**config.mk**
```make
export PLATFORM = sky130hd
export DESIGN_NAME = ccff_chain_programmer_flat
export DESIGN_NICKNAME = d
export VERILOG_FILES = /design/src/rtl/ccff_chain_programmer_pkg.sv /design/src/rtl/ccff_chain_programmer_if.sv /design/src/rtl/ccff_chain_programmer_crc16.sv /design/src/rtl/ccff_chain_programmer.sv /design/src/flat_wrapper.sv
export SDC_FILE = /design/constraint.sdc
export NUM_CORES = 1
export LEC_CHECK = 0
export ABC_AREA = 1
export BUFFER_PORTS_ARGS = -buffer_cell sky130_fd_sc_hd__buf_2
export CORE_ASPECT_RATIO = 1.1
export CORE_MARGIN = 2
export CORE_UTILIZATION = 55
export DETAILED_ROUTE_END_ITERATION = 7
export PLACE_DENSITY = 0.74
export RECOVER_POWER = 100
export SYNTH_ARGS = -nofsm -noshare
export SYNTH_HDL_FRONTEND = slang
export SYNTH_SLANG_ARGS = --single-unit
```
**constraint.sdc**
```tcl
create_clock -name prog_clk -period 3.5 [get_ports prog_clk]
set_clock_uncertainty 0.1 [all_clocks]
set_input_delay 0 -clock prog_clk [delete_from_list [all_inputs] [get_ports prog_clk]]
set_output_delay 0 -clock prog_clk [all_outputs]
set_load 0.01 [all_outputs]
```
**src/rtl/ccff_chain_programmer_pkg.sv**
```systemverilog
`default_nettype none
// ============================================================================
// Module : ccff_prog_pkg
// Brief  : Shared types and constants for the configuration-chain programmer:
//          sequencer state encoding, CRC-16-CCITT constants and a helper that
//          sizes a programming pass in host words.
// Rev    : 1.0
// ============================================================================
package ccff_prog_pkg;

  typedef enum logic [1:0] {
    ST_IDLE   = 2'd0,
    ST_LOAD   = 2'd1,
    ST_VERIFY = 2'd2,
    ST_FINISH = 2'd3
  } state_t;

  localparam logic [15:0] CRC16_POLY = 16'h1021;
  localparam logic [15:0] CRC16_INIT = 16'hFFFF;

  // Host words needed to cover chain_len bits (ceiling division).
  function automatic int words_per_pass(input int chain_len, input int word_w);
    return (chain_len + word_w - 1) / word_w;
  endfunction

endpackage
`default_nettype wire

```
**src/rtl/ccff_chain_programmer_if.sv**
```systemverilog
`default_nettype none
// ============================================================================
// Module : ccff_chain_programmer_if
// Brief  : Host / chain-side signal bundle of the configuration-chain
//          programmer.
//          master : host side (drives start, verify, s_data, s_valid and
//                   returns the chain tail bit)
//          slave  : programmer side (drives s_ready, ccff_head, shift_en,
//                   busy, done, verify_ok, verify_err)
// Rev    : 1.0
// ============================================================================
interface ccff_chain_programmer_if #(
  parameter int WORD_W = 32
);
  logic              start;
  logic              verify;
  logic [WORD_W-1:0] s_data;
  logic              s_valid;
  logic              s_ready;
  logic              ccff_head;
  logic              ccff_tail;
  logic              shift_en;
  logic              busy;
  logic              done;
  logic              verify_ok;
  logic              verify_err;

  modport master (
    output start, verify, s_data, s_valid, ccff_tail,
    input  s_ready, ccff_head, shift_en, busy, done, verify_ok, verify_err
  );

  modport slave (
    input  start, verify, s_data, s_valid, ccff_tail,
    output s_ready, ccff_head, shift_en, busy, done, verify_ok, verify_err
  );
endinterface
`default_nettype wire

```
**src/rtl/ccff_chain_programmer_crc16.sv**
```systemverilog
`default_nettype none
// ============================================================================
// Module : ccff_crc16_serial
// Brief  : Bit-serial CRC-16-CCITT (poly 0x1021, init 0xFFFF, MSB-first,
//          no reflection, no final xor). One bit absorbed per enabled cycle.
//          clk    in  clock
//          rst    in  synchronous active-high reset (CRC back to init)
//          i_clr  in  restart the CRC at init
//          i_en   in  absorb i_din this cycle
//          i_din  in  serial data bit
//          o_crc  out running CRC value
// Rev    : 1.0
// ============================================================================
module ccff_crc16_serial
  import ccff_prog_pkg::*;
(
  input  wire logic        clk,
  input  wire logic        rst,
  input  wire logic        i_clr,
  input  wire logic        i_en,
  input  wire logic        i_din,
  output logic [15:0]      o_crc
);

  logic [15:0] r_crc;
  logic        w_fb;

  assign w_fb  = r_crc[15] ^ i_din;
  assign o_crc = r_crc;

  always_ff @(posedge clk) begin
    if (rst || i_clr) begin
      r_crc <= CRC16_INIT;
    end else if (i_en) begin
      r_crc <= {r_crc[14:0], 1'b0} ^ (w_fb ? CRC16_POLY : 16'h0000);
    end
  end

endmodule
`default_nettype wire

```
**src/rtl/ccff_chain_programmer.sv**
```systemverilog
`default_nettype none
// ============================================================================
// Module : ccff_chain_programmer
// Brief  : Streams host bitstream words into the fabric configuration chain
//          (MSB of each word first) and optionally re-streams them while
//          capturing the chain tail, comparing CRC-16 of both passes.
//          prog_clk    in  programming clock (rising edge)
//          prog_reset  in  synchronous active-high reset
//          bus         slave side of ccff_chain_programmer_if:
//            start/verify, s_data/s_valid/s_ready word stream,
//            ccff_head/ccff_tail/shift_en chain interface,
//            busy/done/verify_ok/verify_err status.
// Rev    : 1.0
// ============================================================================
module ccff_chain_programmer
  import ccff_prog_pkg::*;
#(
  parameter int CHAIN_LEN = 1024,
  parameter int WORD_W    = 32
) (
  input  wire logic               prog_clk,
  input  wire logic               prog_reset,
  ccff_chain_programmer_if.slave  bus
);

  localparam int CNT_W = $clog2(CHAIN_LEN + 1);
  localparam int NB_W  = $clog2(WORD_W + 1);
  localparam int WPP   = words_per_pass(CHAIN_LEN, WORD_W);
  localparam int REM   = CHAIN_LEN % WORD_W;

  localparam logic [NB_W-1:0]  c_full_bits  = NB_W'(WORD_W);
  localparam logic [NB_W-1:0]  c_last_bits  = NB_W'((REM == 0) ? WORD_W : REM);
  localparam logic [NB_W-1:0]  c_one_bit    = NB_W'(1);
  localparam logic [CNT_W-1:0] c_last_shift = CNT_W'(CHAIN_LEN - 1);
  localparam logic [CNT_W-1:0] c_wpp        = CNT_W'(WPP);
  localparam logic [CNT_W-1:0] c_last_word  = CNT_W'(WPP - 1);

  state_t            r_state;
  state_t            w_next_state;

  logic [WORD_W-1:0] r_sreg;
  logic [NB_W-1:0]   r_nbits;    // valid bits still waiting in r_sreg
  logic [CNT_W-1:0]  r_bitcnt;   // shifts done in the current pass
  logic [CNT_W-1:0]  r_words;    // words accepted in the current pass
  logic              r_verify;
  logic              r_ok;
  logic              r_err;

  logic              w_active;
  logic              w_have_bit;
  logic              w_ready;
  logic              w_accept;
  logic              w_pass_end;
  logic              w_start;
  logic              w_ok_now;
  logic [15:0]       w_crc_in;
  logic [15:0]       w_crc_out;

  assign w_active   = (r_state == ST_LOAD) || (r_state == ST_VERIFY);
  assign w_have_bit = w_active && (r_nbits != '0);
  // Refill while the buffer is empty or its last bit is leaving, so a new
  // word lands exactly when the previous one runs out (no bubble).
  assign w_ready    = w_active && (r_words != c_wpp) && (r_nbits <= c_one_bit);
  assign w_accept   = w_ready && bus.s_valid;
  assign w_pass_end = w_have_bit && (r_bitcnt == c_last_shift);
  assign w_start    = (r_state == ST_IDLE) && bus.start;
  assign w_ok_now   = r_verify ? (w_crc_in == w_crc_out) : 1'b1;

  // --------------------------------------------------------------------------
  // FSM: state register
  // --------------------------------------------------------------------------
  always_ff @(posedge prog_clk) begin
    if (prog_reset) begin
      r_state <= ST_IDLE;
    end else begin
      r_state <= w_next_state;
    end
  end

  // --------------------------------------------------------------------------
  // FSM: next-state logic
  // --------------------------------------------------------------------------
  always_comb begin
    w_next_state = r_state;
    case (r_state)
      ST_IDLE:   if (bus.start)  w_next_state = ST_LOAD;
      ST_LOAD:   if (w_pass_end) w_next_state = r_verify ? ST_VERIFY : ST_FINISH;
      ST_VERIFY: if (w_pass_end) w_next_state = ST_FINISH;
      ST_FINISH: w_next_state = ST_IDLE;
      default:   w_next_state = ST_IDLE;
    endcase
  end

  // --------------------------------------------------------------------------
  // FSM: outputs
  // --------------------------------------------------------------------------
  always_comb begin
    bus.busy       = (r_state != ST_IDLE);
    bus.s_ready    = w_ready;
    bus.shift_en   = w_have_bit;
    bus.ccff_head  = w_have_bit && r_sreg[WORD_W-1];
    bus.done       = (r_state == ST_FINISH);
    // The result is visible alongside done and held in r_ok/r_err afterwards.
    bus.verify_ok  = r_ok  || ((r_state == ST_FINISH) &&  w_ok_now);
    bus.verify_err = r_err || ((r_state == ST_FINISH) && !w_ok_now);
  end

  // --------------------------------------------------------------------------
  // Word buffer, bit counter and result flags
  // --------------------------------------------------------------------------
  always_ff @(posedge prog_clk) begin
    if (prog_reset) begin
      r_sreg   <= '0;
      r_nbits  <= '0;
      r_bitcnt <= '0;
      r_words  <= '0;
      r_verify <= 1'b0;
      r_ok     <= 1'b0;
      r_err    <= 1'b0;
    end else begin
      if (w_start) begin
        r_verify <= bus.verify;
        r_ok     <= 1'b0;
        r_err    <= 1'b0;
        r_bitcnt <= '0;
        r_words  <= '0;
        r_nbits  <= '0;
      end

      // A refill on the last-bit cycle replaces the shift: that bit is
      // already on ccff_head this cycle. The final word of a pass only
      // carries its top bits; the remainder is simply left behind.
      if (w_accept) begin
        r_sreg  <= bus.s_data;
        r_nbits <= (r_words == c_last_word) ? c_last_bits : c_full_bits;
        r_words <= r_words + 1'b1;
      end else if (w_have_bit) begin
        r_sreg  <= r_sreg << 1;
        r_nbits <= r_nbits - 1'b1;
      end

      if (w_have_bit) begin
        r_bitcnt <= w_pass_end ? '0 : (r_bitcnt + 1'b1);
      end

      if (w_pass_end) begin
        r_words <= '0;
      end

      if (r_state == ST_FINISH) begin
        r_ok  <= w_ok_now;
        r_err <= !w_ok_now;
      end
    end
  end

  // --------------------------------------------------------------------------
  // Pass CRCs: head bits while loading, tail bits while verifying
  // --------------------------------------------------------------------------
  ccff_crc16_serial u_crc_in (
    .clk   (prog_clk),
    .rst   (prog_reset),
    .i_clr (w_start),
    .i_en  ((r_state == ST_LOAD) && w_have_bit),
    .i_din (bus.ccff_head),
    .o_crc (w_crc_in)
  );

  ccff_crc16_serial u_crc_out (
    .clk   (prog_clk),
    .rst   (prog_reset),
    .i_clr (w_start),
    .i_en  ((r_state == ST_VERIFY) && w_have_bit),
    .i_din (bus.ccff_tail),
    .o_crc (w_crc_out)
  );

endmodule
`default_nettype wire
```
**src/flat_wrapper.sv**
```systemverilog
// flat-port wrapper written by rule: the top's interface ports become plain ports
module ccff_chain_programmer_flat import ccff_prog_pkg::*;
#(
  parameter int CHAIN_LEN = 1024,
  parameter int WORD_W    = 32
)
  (prog_clk, prog_reset, bus_start, bus_verify, bus_s_data, bus_s_valid, bus_ccff_tail, bus_s_ready, bus_ccff_head, bus_shift_en, bus_busy, bus_done, bus_verify_ok, bus_verify_err);
  ccff_chain_programmer_if #(.WORD_W(WORD_W)) bus_i ();
  input  wire logic prog_clk;
  input  wire logic prog_reset;
  input wire logic [$bits(bus_i.start)-1:0] bus_start;
  input wire logic [$bits(bus_i.verify)-1:0] bus_verify;
  input wire logic [$bits(bus_i.s_data)-1:0] bus_s_data;
  input wire logic [$bits(bus_i.s_valid)-1:0] bus_s_valid;
  input wire logic [$bits(bus_i.ccff_tail)-1:0] bus_ccff_tail;
  output wire logic [$bits(bus_i.s_ready)-1:0] bus_s_ready;
  output wire logic [$bits(bus_i.ccff_head)-1:0] bus_ccff_head;
  output wire logic [$bits(bus_i.shift_en)-1:0] bus_shift_en;
  output wire logic [$bits(bus_i.busy)-1:0] bus_busy;
  output wire logic [$bits(bus_i.done)-1:0] bus_done;
  output wire logic [$bits(bus_i.verify_ok)-1:0] bus_verify_ok;
  output wire logic [$bits(bus_i.verify_err)-1:0] bus_verify_err;
  assign bus_i.start = bus_start;
  assign bus_i.verify = bus_verify;
  assign bus_i.s_data = bus_s_data;
  assign bus_i.s_valid = bus_s_valid;
  assign bus_i.ccff_tail = bus_ccff_tail;
  assign bus_s_ready = bus_i.s_ready;
  assign bus_ccff_head = bus_i.ccff_head;
  assign bus_shift_en = bus_i.shift_en;
  assign bus_busy = bus_i.busy;
  assign bus_done = bus_i.done;
  assign bus_verify_ok = bus_i.verify_ok;
  assign bus_verify_err = bus_i.verify_err;
  ccff_chain_programmer #(.CHAIN_LEN(CHAIN_LEN), .WORD_W(WORD_W)) u_core (.prog_clk(prog_clk), .prog_reset(prog_reset), .bus(bus_i));
endmodule
```
==> impl_metrics.py <==
metrics = {
    "placed_design": {
        "pre_cts_slack_ps": 995,
        "place.gp.congestion": 0.841,
        "port_buffers": 44,
        "hpwl_um": 7450,
        "dp.cells": 878,
    },
    "sta": {
        "setup_ws_ps": 507,
        "fmaxAchievable_mhz": 334,
        "setup_violations": 0,
        "hold_ws_ps": 4.36,
        "fin_crit_ps": 2990,
        "worstMarginPinSlew_ps": 1010,
        "rsz0062_at_grt": "false",
        "fin_crit_sh": 0.855,
        "hold_viol": 0,
        "max_slew_margin": 0.323,
        "drv_slew": 0,
        "setup-tns-final_ps": 0,
    },
    "floorplan": {
        "io_pins": 45,
        "initial_utilization": 0.564,
        "die-area_um2": 9840,
        "std_cell_rows": 36,
        "fp.dieW_um": 94.8,
        "coreArea_um2": 8830,
        "die_y_um": 104,
    },
    "clocking": {
        "cts_tree": "yes",
        "cts_buffers": 9,
        "cts.clk_slew.worst_paths_ps": 100,
        "cts_sinks": 97,
        "clkLatencyLatePin_ps": 370,
        "ctsResizeCount": 0,
        "ctsHtreeMaxLevel": 3,
        "cts_setup_buffers": 0,
        "cts-root-buf": "clkbuf_8",
        "clockBufferDepth": 2,
    },
    "layout": {
        "area_growth_pct": 14.6,
        "final_cells": 930,
        "drive_gt1_frac": 0.102,
        "n_antenna_cell": 0,
        "layout.nets": 860,
        "postLayoutCoreUtil": 0.647,
    },
    "route": {
        "vias": 4842,
        "drcViolationCount": 0,
        "via_per_inst": 5.21,
        "first_pass_iters": 4,
        "first_iter_violations": 305,
        "detail-route-antenna-nets": 0,
        "wl_per_cell_um": 12.6,
        "drt-total-wl_um": 11700,
    },
    "pwr": {
        "p_per_area_nw_per_um2": 698,
        "p_leak_nw": 2.72,
        "vdd_ir_drop_max_v": 0.000368,
    },
    "status": {
        "status": "completed",
    },
    "run": {
        "drv_cap": 0,
    },
    "critical_path": {
        "critPathKind": "register to register",
        "start_kind": "register",
        "end_kind": "register",
        "critPathRequiredTime_ps": 3630,
        "cp.arrival_ps": 3130,
        "reg2reg_setup_slack_ps": 510,
        "crit_fanout": 23,
    },
    "logic_synthesis": {
        "synth_edf_count": 0,
        "synth_common_cells": "209 x nand2_1, 106 x nor2_1, 97 x dfxtp_1",
        "synth_most_common_cell": "nand2_1",
        "synthesis.area_um2": 4980,
        "post_synth.cell_area_avg_um2": 6.68,
        "yosysWarnings": 0,
        "synth_top_area_cell": "dfxtp_1",
        "synth_ff_type": "dfxtp_1",
        "synth_async_sr_flop_share": 0,
        "synth_cells": 746,
        "syn_nets": 795,
        "yosys.area.top_type_share": 0.390,
        "synth_area_leaders": "dfxtp_1 39%, nand2_1 16%, nor2_1 8.0%, nand3_1 6.3%, inv_1 5.5%",
        "synth_cell_types": 37,
        "synth_seq_area_share": 0.390,
        "synth_seq_cells": 97,
    },
    "global_routing": {
        "antenna_found_initial": 0,
        "track_usage": 0.246,
        "grt-busiest-layer": "met2",
        "grt_pass1_vias": 4659,
        "grt_use_met3": 0.0407,
        "grt_max_degree": 41,
        "use_met1": 0.284,
        "grt_pass1_wl_um": 19700,
        "grt.overflow.total": 0,
        "grt_use_met2": 0.439,
    },
    "hold_path": {
        "hold_path.class": "input port to register",
    },
}
critical path, stage by stage (launching register included):
cell,delay [ps]
dfxtp_1,390
inv_1,120
ha_1,230
nand2_1,390
inv_1,180
nor2_1,540
inv_1,540
a21oi_1,250
o21ai_0,110
cell type report:
type	count	area, um^2
fillers	791	3120
multi-input cells	541	2530
flip-flops and latches	97	1940
repair buffers	82	587
inverters	80	302
well taps	114	143
clock buffers	10	138
clock inverters	6	65.1
flip-flops by register name, summed over array words and instances, names as in the netlist:
register and count:
u_core.r_bitcnt 11, u_core.r_err 1, u_core.r_nbits 6, u_core.r_ok 1
u_core.r_sreg 32, u_core.r_state 2, u_core.r_verify 1, u_core.r_words 11
u_core.u_crc_in.o_crc 16, u_core.u_crc_out.o_crc 16
metrics by stage:
step                      cell area [um^2]  total power [mW]
after floorplan                       4980              2.96
after global placement                5190              3.21
after detailed placement              5190              3.26
after CTS                             5760              4.05
after global routing                  5710              4.33
final                                 5710              3.99
where the power goes:
part / total, mW / leakage, nW / internal [mW] / switching, mW
logic: 1.79 / 1.83 / 0.565 / 1.23
clock network: 0.761 / 0.103 / 0.353 / 0.408
registers: 1.43 / 0.788 / 1.31 / 0.125
total: 3.99 / 2.72 / 2.22 / 1.76
layout by cell type, fill, tap and decap left out, types with 3 or more instances in the layout:
master and count:
or2_2 5, clkinv_2 3, nor2_1 109, inv_2 3
buf_2 39, dfxtp_1 97, nand4_1 3, nor3_1 7
nand2_1 213, xor2_1 4, clkbuf_8 10, nand2_2 6
nand3_1 63, a211oi_1 3, o211ai_1 10, ha_1 11
nor3_2 3, a21oi_1 47, o21ai_0 39, inv_1 76
dlygate4sd3_1 36, clkbuf_1 5
per-layer routing:
layer,up-vias,part of all wire
met1,2210,0.44
met4,0,0.024
met2,121,0.50
met3,24,0.044
met5,-,0
li1,2487,-
cell families after synthesis:
logic type / share of synthesized area
AND/OR/NAND/NOR: 0.361
buffers and inverters: 0.0939
AO/OA/AOI/OAI: 0.117
flip-flops: 0.390
adder cells (fa/ha/maj): 0.0276
XOR/XNOR: 0.0105
repair_timing:
| item | in CTS | in global routing |
|---|---|---|
| hold buffers | 36 | 0 |
| endpoints found under the setup margin | 0 | 0 |
| endpoints found under the hold margin | 46 | 0 |
final timing paths:
kind                                           from                    endpoint  cells after the start
worst max-delay path              u_core.r_state[0]  u_core.u_crc_out.o_crc[10]                      8
worst min-delay path                  bus_s_data[4]            u_core.r_sreg[4]                      5
worst min register to register  u_core.r_bitcnt[10]         u_core.r_bitcnt[10]                      2
worst max register to register    u_core.r_state[0]  u_core.u_crc_out.o_crc[10]                      8
No activity file was read; power rests on OpenSTA's default activity.
